### config.mk
export PLATFORM = sky130hd
export DESIGN_NAME = uart_rx_flat
export DESIGN_NICKNAME = d
export VERILOG_FILES = /design/src/rtl/uart_rx_if.sv /design/src/rtl/uart_rx.sv /design/src/flat_wrapper.sv
export SDC_FILE = /design/constraint.sdc
export NUM_CORES = 1
export LEC_CHECK = 0
export CORE_MARGIN = 2
export CORE_UTILIZATION = 55
export CTS_BUF_LIST = sky130_fd_sc_hd__clkbuf_8
export DETAILED_ROUTE_END_ITERATION = 7
export DONT_BUFFER_PORTS = 1
export GPL_TIMING_DRIVEN = 0
export PLACE_DENSITY = 0.78
export SLEW_MARGIN = 30
export SYNTH_ARGS = -nofsm -noshare
export SYNTH_HDL_FRONTEND = slang
export SYNTH_SLANG_ARGS = --single-unit
export TNS_END_PERCENT = 1
### constraint.sdc
create_clock -name clk -period 3.8 [get_ports clk]
set_input_delay 0.38 -clock clk [delete_from_list [all_inputs] [get_ports clk]]
set_output_delay 0.38 -clock clk [all_outputs]
set_load 0.005 [all_outputs]
### src/rtl/uart_rx_if.sv
// UART receiver bundle: serial line in, frame results and debug state out.
// The receiver takes the slave side; whoever drives the line takes master.
interface uart_rx_if #(
  parameter int INPUT_DATA_WIDTH = 8
);
  logic                        serial_in;
  logic [INPUT_DATA_WIDTH-1:0] received_data;
  logic                        data_is_valid;
  logic                        rx_error;
  logic                        rx_busy;
  logic [3:0]                  state;

  modport slave (
    input  serial_in,
    output received_data,
    output data_is_valid,
    output rx_error,
    output rx_busy,
    output state
  );

  modport master (
    output serial_in,
    input  received_data,
    input  data_is_valid,
    input  rx_error,
    input  rx_busy,
    input  state
  );
endinterface

### src/rtl/uart_rx.sv
// UART receiver: start, LSB-first data, even parity, stop.
// Mid-bit sampling behind a 3-flop synchronizer.
module uart_rx #(
  parameter int INPUT_DATA_WIDTH = 8,
  parameter int CLOCKS_PER_BIT   = 8
) (
  input  logic     clk,
  input  logic     reset,
  uart_rx_if.slave rx
);

  localparam int W  = INPUT_DATA_WIDTH;
  localparam int TW = $clog2(CLOCKS_PER_BIT);
  localparam int IW = (W > 1) ? $clog2(W) : 1;

  localparam logic [TW-1:0] HALF_LAST = TW'(CLOCKS_PER_BIT / 2 - 1);
  localparam logic [TW-1:0] BIT_LAST  = TW'(CLOCKS_PER_BIT - 1);
  localparam logic [IW-1:0] IDX_LAST  = IW'(W - 1);

  typedef enum logic [2:0] {
    S_IDLE,
    S_START,
    S_DATA,
    S_PARITY,
    S_STOP
  } phase_t;

  phase_t phase_q;
  phase_t phase_d;

  logic [2:0]    sync_q;
  logic          sync_in;
  logic [TW-1:0] timer_q;
  logic [IW-1:0] idx_q;
  logic [W-1:0]  shift_q;
  logic [W-1:0]  data_q;
  logic          par_err_q;
  logic          valid_q;
  logic          err_q;

  logic half_tick;
  logic bit_tick;
  logic timer_clr;
  logic stop_ok;
  logic stop_bad;

  assign sync_in   = sync_q[2];
  assign half_tick = (timer_q == HALF_LAST);
  assign bit_tick  = (timer_q == BIT_LAST);

  always_comb begin
    phase_d   = phase_q;
    timer_clr = 1'b0;
    unique case (phase_q)
      S_IDLE: begin
        timer_clr = 1'b1;
        if (!sync_in) phase_d = S_START;
      end
      S_START: begin
        if (half_tick) begin
          timer_clr = 1'b1;
          phase_d   = sync_in ? S_IDLE : S_DATA;
        end
      end
      S_DATA: begin
        if (bit_tick) begin
          timer_clr = 1'b1;
          if (idx_q == IDX_LAST) phase_d = S_PARITY;
        end
      end
      S_PARITY: begin
        if (bit_tick) begin
          timer_clr = 1'b1;
          phase_d   = S_STOP;
        end
      end
      S_STOP: begin
        if (bit_tick) begin
          timer_clr = 1'b1;
          phase_d   = S_IDLE;
        end
      end
      default: begin
        timer_clr = 1'b1;
        phase_d   = S_IDLE;
      end
    endcase
  end

  assign stop_ok  = (phase_q == S_STOP) && bit_tick
                    && sync_in && !par_err_q;
  assign stop_bad = (phase_q == S_STOP) && bit_tick
                    && (!sync_in || par_err_q);

  always_ff @(posedge clk) begin
    if (reset) begin
      phase_q <= S_IDLE;
      timer_q <= '0;
    end else begin
      phase_q <= phase_d;
      timer_q <= timer_clr ? '0 : timer_q + TW'(1);
    end
  end

  always_ff @(posedge clk) begin
    if (reset) begin
      sync_q    <= '1;
      idx_q     <= '0;
      shift_q   <= '0;
      data_q    <= '0;
      par_err_q <= 1'b0;
      valid_q   <= 1'b0;
      err_q     <= 1'b0;
    end else begin
      sync_q  <= {sync_q[1:0], rx.serial_in};
      valid_q <= stop_ok;
      err_q   <= stop_bad;
      if (phase_q == S_START && half_tick) begin
        idx_q     <= '0;
        par_err_q <= 1'b0;
      end
      if (phase_q == S_DATA && bit_tick) begin
        shift_q[idx_q] <= sync_in;
        idx_q          <= idx_q + IW'(1);
      end
      // Even parity: the parity bit must equal the XOR of the data bits.
      if (phase_q == S_PARITY && bit_tick)
        par_err_q <= sync_in ^ (^shift_q);
      if (stop_ok)
        data_q <= shift_q;
    end
  end

  always_comb begin
    rx.state = 4'd0;
    unique case (phase_q)
      S_IDLE:   rx.state = 4'd0;
      S_START:  rx.state = 4'd1;
      S_DATA:   rx.state = 4'(idx_q) + 4'd2;
      S_PARITY: rx.state = 4'(W + 2);
      S_STOP:   rx.state = 4'(W + 3);
      default:  rx.state = 4'd0;
    endcase
  end

  assign rx.received_data = data_q;
  assign rx.data_is_valid = valid_q;
  assign rx.rx_error      = err_q;
  assign rx.rx_busy       = (phase_q != S_IDLE);

endmodule

### src/flat_wrapper.sv
// flat-port wrapper written by rule: the top's interface ports become plain ports
module uart_rx_flat 
#(
  parameter int INPUT_DATA_WIDTH = 8,
  parameter int CLOCKS_PER_BIT   = 8
)
  (clk, reset, rx_serial_in, rx_received_data, rx_data_is_valid, rx_rx_error, rx_rx_busy, rx_state);
  uart_rx_if #(.INPUT_DATA_WIDTH(INPUT_DATA_WIDTH)) rx_i ();
  input  logic clk;
  input  logic reset;
  input wire logic [$bits(rx_i.serial_in)-1:0] rx_serial_in;
  output wire logic [$bits(rx_i.received_data)-1:0] rx_received_data;
  output wire logic [$bits(rx_i.data_is_valid)-1:0] rx_data_is_valid;
  output wire logic [$bits(rx_i.rx_error)-1:0] rx_rx_error;
  output wire logic [$bits(rx_i.rx_busy)-1:0] rx_rx_busy;
  output wire logic [$bits(rx_i.state)-1:0] rx_state;
  assign rx_i.serial_in = rx_serial_in;
  assign rx_received_data = rx_i.received_data;
  assign rx_data_is_valid = rx_i.data_is_valid;
  assign rx_rx_error = rx_i.rx_error;
  assign rx_rx_busy = rx_i.rx_busy;
  assign rx_state = rx_i.state;
  uart_rx #(.INPUT_DATA_WIDTH(INPUT_DATA_WIDTH), .CLOCKS_PER_BIT(CLOCKS_PER_BIT)) u_core (.clk(clk), .reset(reset), .rx(rx_i));
endmodule
After elaboration in Yosys (flattened, before gate mapping) --
Cells that the tools add are included.
Word-level totals: logic and storage cells 66, output and inout bits 15, register bits after elaboration 31, latch bits 0, RAM bits 0, memories 0, ROM bits 0
Cells by class: eq/ne operators 13, muxes and demuxes 19, order comparisons 2, shifts and indexed selects 0, reductions and logical operators 19, multiply operators 0, add/sub/neg operators 3, bitwise operators 1, divide/modulo/power cells 0
Operators by type and width (number):
- $mux 3 | 8
- $pmux 4 s4 | 1
- $pmux 3 s5 | 1
- $ne 2x1->1 const B | 5
- $eq 3x2->1 const B | 3
- $eq 3x3->1 const B | 3
- $bwmux 8 | 1
- $logic_and 1x1->1 | 8
- $reduce_xor 8->1 | 1
- $add 3x1->3 const B | 2
- $reduce_and 6->1 | 1
- $mux 1 | 5
- $add 3x2->4 const B | 1
- $lt 3x4->1 const B | 1
- $reduce_bool 2->1 | 2
- $demux 1 s3 | 1
- $eq 3x1->1 const B | 1
- $ge 3x1->1 const B | 1
- $logic_not 3->1 | 1
- $reduce_bool 3->1 | 1
- $reduce_or 3->1 | 1
- $logic_not 1->1 | 2
- $mux 2 | 1
- $ne 2x2->1 const B | 1
- other kinds (4) | 4

Longest topological paths before layout --
Gate-level depths: netlist (run 1).
word-level depth 5, mapped depth 8

Worst setup path before layout (run 1) --
No wires, ideal clock.
kind register to register, start register u_core.timer_q[0], end register u_core.shift_q[6], path buffers 1, slack 2.218 ns, setup time 0.071 ns, arrival 1.511 ns, stages on the path, launching flop included 9, cells stage by stage dfxtp_1 ha_1 ha_1 and4bb_4 and2b_1 buf_4 nand2_1 nand2_1 a21oi_1
On the way: cells in the longest elaborated chain, start to end 2
Ends and longest elaborated chain:
- start, declared | RTL line uart_rx.sv:33 | logic [TW-1:0] timer_q;
- start signal, assigned | RTL line uart_rx.sv:101 | timer_q <= timer_clr ? '0 : timer_q + TW'(1);
- $eq 3x3->1 | RTL line uart_rx.sv:49 | assign bit_tick = (timer_q == BIT_LAST);
- $logic_and 1x1->1 | RTL line uart_rx.sv:122 | if (phase_q == S_DATA && bit_tick) begin
- end signal, assigned by index | RTL line uart_rx.sv:123 | shift_q[idx_q] <= sync_in;
- end, declared | RTL line uart_rx.sv:35 | logic [W-1:0] shift_q;
No other way between the ends. A chain may end at the register's enable or synchronous reset.

Worst setup path after layout (run 1) --
Ends and elaborated chain as after synthesis.

==> flow_summary.json, run 1 <==
{
  "finalWirelength_mm": 2.917,
  "maxCapViolations": 0,
  "max-vdd-ir-drop_v": 0.0002932,
  "clk_latency_ns": 0.29,
  "worstSetupStartpointType": "flip-flop",
  "initial_utilization_pct": 56.59,
  "fmax_mhz": 563.4,
  "gp_congestion": 0.9472,
  "cts_resized": 0,
  "critPathArrivalTime_ns": 1.93,
  "post-route-min-period_ns": 1.775,
  "grt_pass1_vias": 1162,
  "clk_pin_slew_ns": 0.06,
  "p_per_area_nw_per_um2": 390.4,
  "worstHoldStart": "rx_serial_in",
  "grt_usage_pct": 20.81,
  "synth_most_common_cell": "dfxtp_1",
  "yosys.area_share.simple_pct": 23.29,
  "ys_ff_latch": 31,
  "synth_top_area_cell": "dfxtp_1",
  "critical_path.endpoint_type": "flip-flop",
  "synth-seq-area-share_pct": 40.82,
  "synth.area.top_cells": "dfxtp_1, ha_1, mux2i_1, nor2_1, a21oi_1",
  "grt.overflow.total": 0,
  "rsz0062_at_grt": "no",
  "drtPass1Iterations": 4,
  "syn_to_final_growth_pct": 9.300,
  "fp.dieH_um": 56.58,
  "cts_tree": "built",
  "finalSetupViolations": 0,
  "syn_avg_cell_area_um2": 8.737,
  "routedWlPerCell_um": 13.76,
  "cts.sinks": 31,
  "synth_top_family_by_area": "simple AND/OR/NAND/NOR gates",
  "placed_cells": 205,
  "tns_ns": 0,
  "p_leak_nw": 0.6983,
  "drc": 0,
  "core-area_um2": 2686,
  "grt_max_degree": 11,
  "worst_clock_skew_ns": 0.006613,
  "synth.top_cell.area_share_pct": 40.82,
  "syn_nets": 187,
  "worst_pin_slew_ns": 0.5086,
  "cts-htree-levels": 2,
  "row_count": 19,
  "ys.warnings.count": 0,
  "place_hpwl_mm": 2.065,
  "critPathLaunch": "u_core.timer_q[0]",
  "cp.required_ns": 3.96,
  "reg2reg_depth": 8,
  "status": "finished, final reports clean",
  "slowest_delay_ns": 0.33,
  "holdPathStages": 1,
  "synthCells": 174,
  "finalNonFillerCells": 212,
  "clock_path_buffers": 2,
  "synth_mux_area_share_pct": 6.584,
  "die-area_um2": 3201,
  "crit_path_top_delay_cell": "dfxtp_1",
  "reg2reg_to": "u_core.shift_q[6]",
  "post-cts-setup-buffers": 0,
  "synthTopCellsByCount": "dfxtp_1, nor2_1, nand2_1",
  "port_buffers": 0,
  "synthAdderAreaFrac_pct": 8.230,
  "numCtsBuffers": 5,
  "synth_compound_area_share_pct": 11.11,
  "final_cell_area_um2": 1662,
  "reg2reg_from": "u_core.timer_q[0]",
  "whs_ns": 0.1982,
  "path_cells": "ha_1 -> ha_1 -> and4bb_4 -> and2b_1 -> buf_4 -> nand2_1 -> nand2_1 -> a21oi_1",
  "vias_per_cell": 5.689,
  "final_nets": 194,
  "hp-class": "in -> reg",
  "root_buffer": "clkbuf_8",
  "critPathMaxFanout": 9,
  "antenna_found_initial": 0,
  "cts_hold_buf": 0,
  "slew_headroom_pct": 66.10,
  "fin_crit_sh_pct": 46.71,
  "synth_edf_count": 0,
  "synth-xor-area-share_pct": 4.609,
  "maxSlewViolCount": 0,
  "ys_types": 33,
  "p_total_mw": 0.6486,
  "drive_above_1_share_pct": 13.26,
  "place_area_um2": 1559,
  "drtAntennaViolNets": 0,
  "vias": 1206,
  "timing.reg2reg.setup_slack_ns": 2.03,
  "die_x_um": 56.58,
  "async_reset_ff_share_pct": 0,
  "dominantRegCellSynth": "dfxtp_1",
  "diodes": 0,
  "netlist_area_um2": 1520,
  "drtIter0Drc": 37,
  "grt_pass1_wl_mm": 5.064,
  "io_pins": 18,
  "hold_viol": 0,
  "whs_endpoint": "u_core.sync_q[0]",
  "crit_type": "reg -> reg"
}
==> worst max-delay path, delay by kind of cell (launching register included) <==
family                     cells  cell delay (ns)
buffers and inverters          1             0.15
AOI/OAI and AO/OA              1             0.06
and+or+nand+nor                4             0.59
DFF                            1             0.33
adders and majority gates      2             0.52
==> worst max path at each step <==
stage	end	slack (ns)	depth (start not counted)
floorplan	u_core.shift_q[6]	2.22	8
global placement	u_core.shift_q[6]	2.09	8
detailed placement	u_core.shift_q[6]	2.06	8
CTS	u_core.shift_q[6]	2.02	8
global route	u_core.shift_q[3]	1.89	8
finish	u_core.shift_q[6]	2.03	8
==> layout by cell type, fill, tap and decap left out, types with 2 or more instances in the layout <==
| cell type | count |
|---|---|
| mux2i_1 | 10 |
| clkbuf_8 | 5 |
| inv_1 | 7 |
| buf_4 | 5 |
| a21oi_1 | 16 |
| nand3_1 | 9 |
| dfxtp_1 | 31 |
| buf_2 | 2 |
| clkbuf_1 | 3 |
| xnor2_1 | 7 |
| nor2b_1 | 2 |
| nor2_1 | 25 |
| nand2_1 | 20 |
| or2_2 | 3 |
| ha_1 | 10 |
| or3_1 | 2 |
| o21ai_0 | 3 |
| nand2b_1 | 2 |
| nor3b_2 | 2 |
| a22oi_2 | 2 |
==> logic make-up after synthesis <==
group / count (synthesis)
and+or+nand+nor: 72
DFF: 31
AOI/OAI and AO/OA: 27
buffers and inverters: 16
muxes: 10
adders and majority gates: 10
xor gates and xnor gates: 8
==> power breakdown <==
part,internal (mW),switching [mW],leakage (nW)
clock,0.189,0.119,0.0554
combinational,0.00444,0.00941,0.393
sequential,0.327,0.000438,0.250
==> stage by stage <==
step / setup slack [ns] / utilization (%)
3_5_place_dp: 2.064 / 58.03
2_1_floorplan: 2.218 / -
4_1_cts: 2.024 / 61.85
3_3_place_gp: 2.090 / 58.03
5_1_grt: 1.887 / 61.85
6_report: 2.025 / 61.85
==> per-layer routing <==
layer	part of all wire [%]	track usage [%]	routed length, um
met1	45	24.35	1313
met2	46	32.39	1342
met3	5.7	8.295	166
met4	3.3	11.22	95
met5	0	0	0
==> registers in the layout, summed over array words and instances, names as in the netlist <==
register and cells:
u_core.rx.data_is_valid 1, u_core.timer_q 3, u_core.idx_q 3, u_core.par_err_q 1
u_core.phase_q 3, u_core.shift_q 8, u_core.rx.received_data 8, u_core.rx.rx_error 1
u_core.sync_q 3
==> cell type report <==
cell class	count	area, um2
fill	238	1025
clock buffer	5	68.82
buffer	10	58.81
clock inverter	2	33.78
multi-input combinational	127	818.3
tap	31	38.79
sequential	31	620.6
inverter	6	22.52
(Power assumes the default switching activity.)
==> inputs of run 2 (changes only) <==
Settings changed: PLACE_DENSITY 0.78 to 0.81.
Clock period 3.8 ns to 1.6 ns, I/O delays scaled along.
==> run 2 against run 1 <==
Against the previous run: largest power group unchanged; sequential cell count unchanged; utilization increased by 4.1 points; global-route usage increased by 0.82 points; critical path type unchanged; critical path depth decreased by 1.
==> flow_summary.json, run 2 (synthesis gave the netlist of run 1 again) <==
{
  "critPathArrivalTime_ns": 1.73,
  "cts.sinks": 31,
  "drtAntennaViolNets": 0,
  "rsz0062_at_grt": "yes",
  "cts-htree-levels": 2,
  "p_per_area_nw_per_um2": 846.9,
  "slew_headroom_pct": 65.73,
  "clock_path_buffers": 2,
  "placed_cells": 205,
  "final_nets": 199,
  "antenna_found_initial": 0,
  "routedWlPerCell_um": 14.41,
  "port_buffers": 0,
  "drtIter0Drc": 41,
  "drtPass1Iterations": 5,
  "cp.required_ns": 1.76,
  "clk_pin_slew_ns": 0.07,
  "hp-class": "in -> reg",
  "fin_ws_ns": 0.03775,
  "syn_to_final_growth_pct": 16.63,
  "cp_num_buf_inv": 0,
  "grt_pass1_vias": 1137,
  "place_area_um2": 1559,
  "critical_path.endpoint_type": "flip-flop",
  "worst_pin_slew_ns": 0.5140,
  "fin_crit_sh_pct": 97.64,
  "core-area_um2": 2686,
  "p_leak_nw": 0.7150,
  "path_cells": "ha_4 -> ha_4 -> nor3b_4 -> a21oi_2 -> o22ai_2 -> mux2i_1 -> nor2_1",
  "gp_congestion": 0.9360,
  "status": "finished, final reports clean",
  "max-vdd-ir-drop_v": 0.0008399,
  "grt_max_degree": 11,
  "p_total_mw": 1.502,
  "critPathTopFamily": "adder cells",
  "drc": 0,
  "fp.dieH_um": 56.58,
  "grt.overflow.total": 0,
  "die-area_um2": 3201,
  "numCtsBuffers": 5,
  "cpMostUsedCell": "ha_4",
  "crit_path_top_delay_cell": "dfxtp_2",
  "initial_utilization_pct": 56.59,
  "maxCapViolations": 0,
  "slowest_delay_ns": 0.33,
  "final_cell_area_um2": 1773,
  "worst_clock_skew_ns": 0.005254,
  "maxSlewViolCount": 0,
  "fmax_mhz": 640.1,
  "pre_cts_ws_ns": -0.1716,
  "finalNonFillerCells": 218,
  "grt_usage_pct": 21.63,
  "vias": 1232,
  "hold_viol": 0,
  "post-route-min-period_ns": 1.562,
  "clk_latency_ns": 0.29,
  "drive_above_1_share_pct": 21.93,
  "finalSetupViolations": 0,
  "vias_per_cell": 5.651,
  "worstSetupStartpointType": "flip-flop",
  "layout_common_cells": "dfxtp_1, nor2_1, nand2_1",
  "layout_commonest_cell": "dfxtp_1",
  "finalWirelength_mm": 3.142,
  "die_x_um": 56.58,
  "root_buffer": "clkbuf_8",
  "io_pins": 18,
  "row_count": 19,
  "diodes": 0,
  "grt_pass1_wl_mm": 5.230,
  "place_hpwl_mm": 2.044,
  "cts_tree": "built",
  "crit_type": "reg -> reg",
  "critPathMaxFanout": 3
}
==> run 2: cell types whose count changed in the layout (fill, tap and decap cells not counted), sizes merged <==
cell	previous run	this run
inv	7	6
clkbuf	8	10
clkinvlp	0	1
bufinv	1	0
buf	7	11
dlygate4sd3	0	1
==> run 2: layer usage <==
metal / vias to the layer above / wire length, um / global-route usage, %
met5: - / 0 / 0
met4: 0 / 46 / 8.163
met3: 6 / 132 / 7.834
met2: 19 / 1594 / 35.71
met1: 598 / 1368 / 25.51
li1: 609 / - / -
==> run 2: final cells by class <==
cell class | instances | area [um2]
clock buffer | 7 | 96.34
clock inverter | 1 | 7.507
fill | 205 | 913.4
inverter | 6 | 22.52
tap | 31 | 38.79
timing repair buffer | 5 | 40.04
sequential | 31 | 625.6
buffer | 10 | 66.31
multi-input combinational | 127 | 875.8
==> run 2: report_power, final <==
part	total, mW	leakage [nW]	internal (mW)	switching [mW]
registers	0.777	0.252	0.775	0.00134
clock network	0.688	0.0505	0.391	0.298
logic	0.0364	0.412	0.0135	0.0229
total	1.50	0.715	1.18	0.322
==> run 2: worst paths after layout <==
kind / from / endpoint / slack (ns) / depth (start not counted)
max reg2reg: u_core.timer_q[0] / u_core.phase_q[0] / 0.04 / 7
max: u_core.timer_q[0] / u_core.phase_q[0] / 0.04 / 7
min reg2reg: u_core.sync_q[1] / u_core.sync_q[2] / 0.41 / 1
min: reset / u_core.par_err_q / 0.03 / 2
==> run 2: through the flow <==
stage	setup TNS, ns	hold slack (ns)	utilization (%)
final	0	0.03450	66.00
after global routing	-0.2032	0.03303	66.00
after CTS	0	0.02645	63.67
after detailed placement	-1.474	0.2667	58.03
after global placement	-0.8808	0.2668	58.03
after floorplan	0	0.2638	-
==> run 2: repair_timing <==
| item | 4_1_cts | 5_1_grt |
|---|---|---|
| hold buffers | 1 | 0 |
| setup buffers | 1 | 3 |
| resized for setup | 6 | 11 |
| pin swaps | 1 | 2 |
| hold endpoints to repair | 1 | 0 |
| endpoints found under the setup margin | 11 | 11 |
==> inputs of run 3 (changes only) <==
Settings changed: CELL_PAD_IN_SITES_DETAIL_PLACEMENT set to 1, CELL_PAD_IN_SITES_GLOBAL_PLACEMENT set to 2, CORE_MARGIN 2 to 5, CORE_UTILIZATION 55 to 36, PLACE_DENSITY 0.81 to 0.85.
==> run 3 against run 2 <==
Against the previous run: utilization fell by 22 points; clock skew is 0.0035 ns higher; largest cell class unchanged; total power fell by 4.6%; setup slack worse by 0.027 ns; combinational power increased by 2%.
==> flow_summary.json, run 3 (synthesis gave the netlist of run 1 again) <==
{
  "maxSlewViolCount": 0,
  "layout_common_cells": "dfxtp_1, nor2_1, nand2_1",
  "layout_commonest_cell": "dfxtp_1",
  "finalNonFillerCells": 236,
  "finalWirelength_mm": 3.442,
  "hp-class": "in -> reg",
  "grt.overflow.total": 0,
  "vias_per_cell": 5.093,
  "fp.dieH_um": 74.99,
  "gp_congestion": 0.7844,
  "critical_path.endpoint_type": "flip-flop",
  "clock_path_buffers": 2,
  "initial_utilization_pct": 37.47,
  "cts_tree": "built",
  "critPathTopFamily": "adder cells",
  "p_leak_nw": 0.7110,
  "slew_headroom_pct": 64.87,
  "place_hpwl_mm": 2.408,
  "hold_viol": 0,
  "fin_crit_sh_pct": 99.32,
  "io_pins": 18,
  "p_per_area_nw_per_um2": 804.3,
  "worstSetupStartpointType": "flip-flop",
  "finalCoreUtilization_pct": 43.88,
  "p_total_mw": 1.432,
  "slowest_delay_ns": 0.33,
  "post-route-min-period_ns": 1.589,
  "numCtsBuffers": 5,
  "syn_to_final_growth_pct": 17.12,
  "grt_max_degree": 11,
  "diodes": 0,
  "critPathMaxFanout": 3,
  "clk_pin_slew_ns": 0.07,
  "cpMostUsedCell": "ha_4",
  "drtIter0Drc": 33,
  "maxCapViolations": 0,
  "row_count": 23,
  "drtAntennaViolNets": 0,
  "core-area_um2": 4058,
  "fmax_mhz": 629.3,
  "cts-htree-levels": 2,
  "vias": 1202,
  "root_buffer": "clkbuf_8",
  "finalSetupViolations": 0,
  "cp_num_buf_inv": 0,
  "worst_clock_skew_ns": 0.008740,
  "crit_type": "reg -> reg",
  "grt_pass1_vias": 1249,
  "drc": 0,
  "routedWlPerCell_um": 14.58,
  "grt_pass1_wl_mm": 5.713,
  "worst_pin_slew_ns": 0.5270,
  "placed_cells": 224,
  "rsz0062_at_grt": "yes",
  "drive_above_1_share_pct": 21.51,
  "max-vdd-ir-drop_v": 0.0002717,
  "clk_latency_ns": 0.28,
  "antenna_found_initial": 0,
  "cp.required_ns": 1.76,
  "die_x_um": 74.99,
  "cts.sinks": 31,
  "die-area_um2": 5623,
  "grt_usage_pct": 13.79,
  "critPathArrivalTime_ns": 1.75,
  "tns_ns": 0,
  "status": "finished, final reports clean",
  "crit_path_top_delay_cell": "dfxtp_2",
  "drtPass1Iterations": 4,
  "final_nets": 199,
  "port_buffers": 0,
  "path_cells": "ha_4 -> ha_4 -> nor3b_4 -> a21oi_2 -> o22ai_2 -> mux2i_1 -> nor2_1"
}
[run 3: where the power goes]
| part | internal, mW | leakage (nW) | switching [mW] |
|---|---|---|---|
| logic | 0.0133 | 0.412 | 0.0239 |
| clock network | 0.337 | 0.0470 | 0.281 |
| registers | 0.776 | 0.252 | 0.00130 |
| total | 1.13 | 0.711 | 0.306 |
[run 3: routing by layer]
| metal | GRT usage, % | vias up | routed length [um] |
|---|---|---|---|
| met5 | 0 | - | 0 |
| met1 | 16.45 | 567 | 1545 |
| li1 | - | 603 | - |
| met4 | 9.091 | 0 | 86 |
| met3 | 3.738 | 11 | 162 |
| met2 | 21.66 | 21 | 1648 |
[run 3: worst paths after layout]
path	start	end	slack, ns	cells past startpoint
max	u_core.timer_q[0]	u_core.phase_q[0]	0.01	7
min	reset	u_core.par_err_q	0.05	2
max reg2reg	u_core.timer_q[0]	u_core.phase_q[0]	0.01	7
min reg2reg	u_core.sync_q[0]	u_core.sync_q[1]	0.41	1
[run 3: timing repair]
item | 4_1_cts | 5_1_grt
cloned | 0 | 0
hold buffers | 1 | 0
setup buffers | 0 | 4
endpoints found under the hold margin | 1 | 0
setup endpoints to repair | 11 | 14
gates resized for setup | 8 | 9
pin swaps | 1 | 7
[run 3: layout make-up]
type                    instances  area (um2)
flip-flops and latches         31       624.3
fillers                       483        2277
inverters                       6       22.52
clock buffers                   6       82.58
repair buffers                  5       40.04
multi-input cells             127       877.1
well taps                      50       62.56
clock inverters                 1       5.005
plain buffers                  10       66.31
[run 3: through the flow]
stage          hold slack, ns  area, um2  worst slack, ns
2_1_floorplan          0.2638       1520          0.01841
3_5_place_dp           0.2676       1583          -0.2001
3_3_place_gp           0.2659       1583          -0.1545
4_1_cts               0.03501       1717          0.01116
5_1_grt               0.03470       1780         -0.09120
6_report              0.05190       1780          0.01087
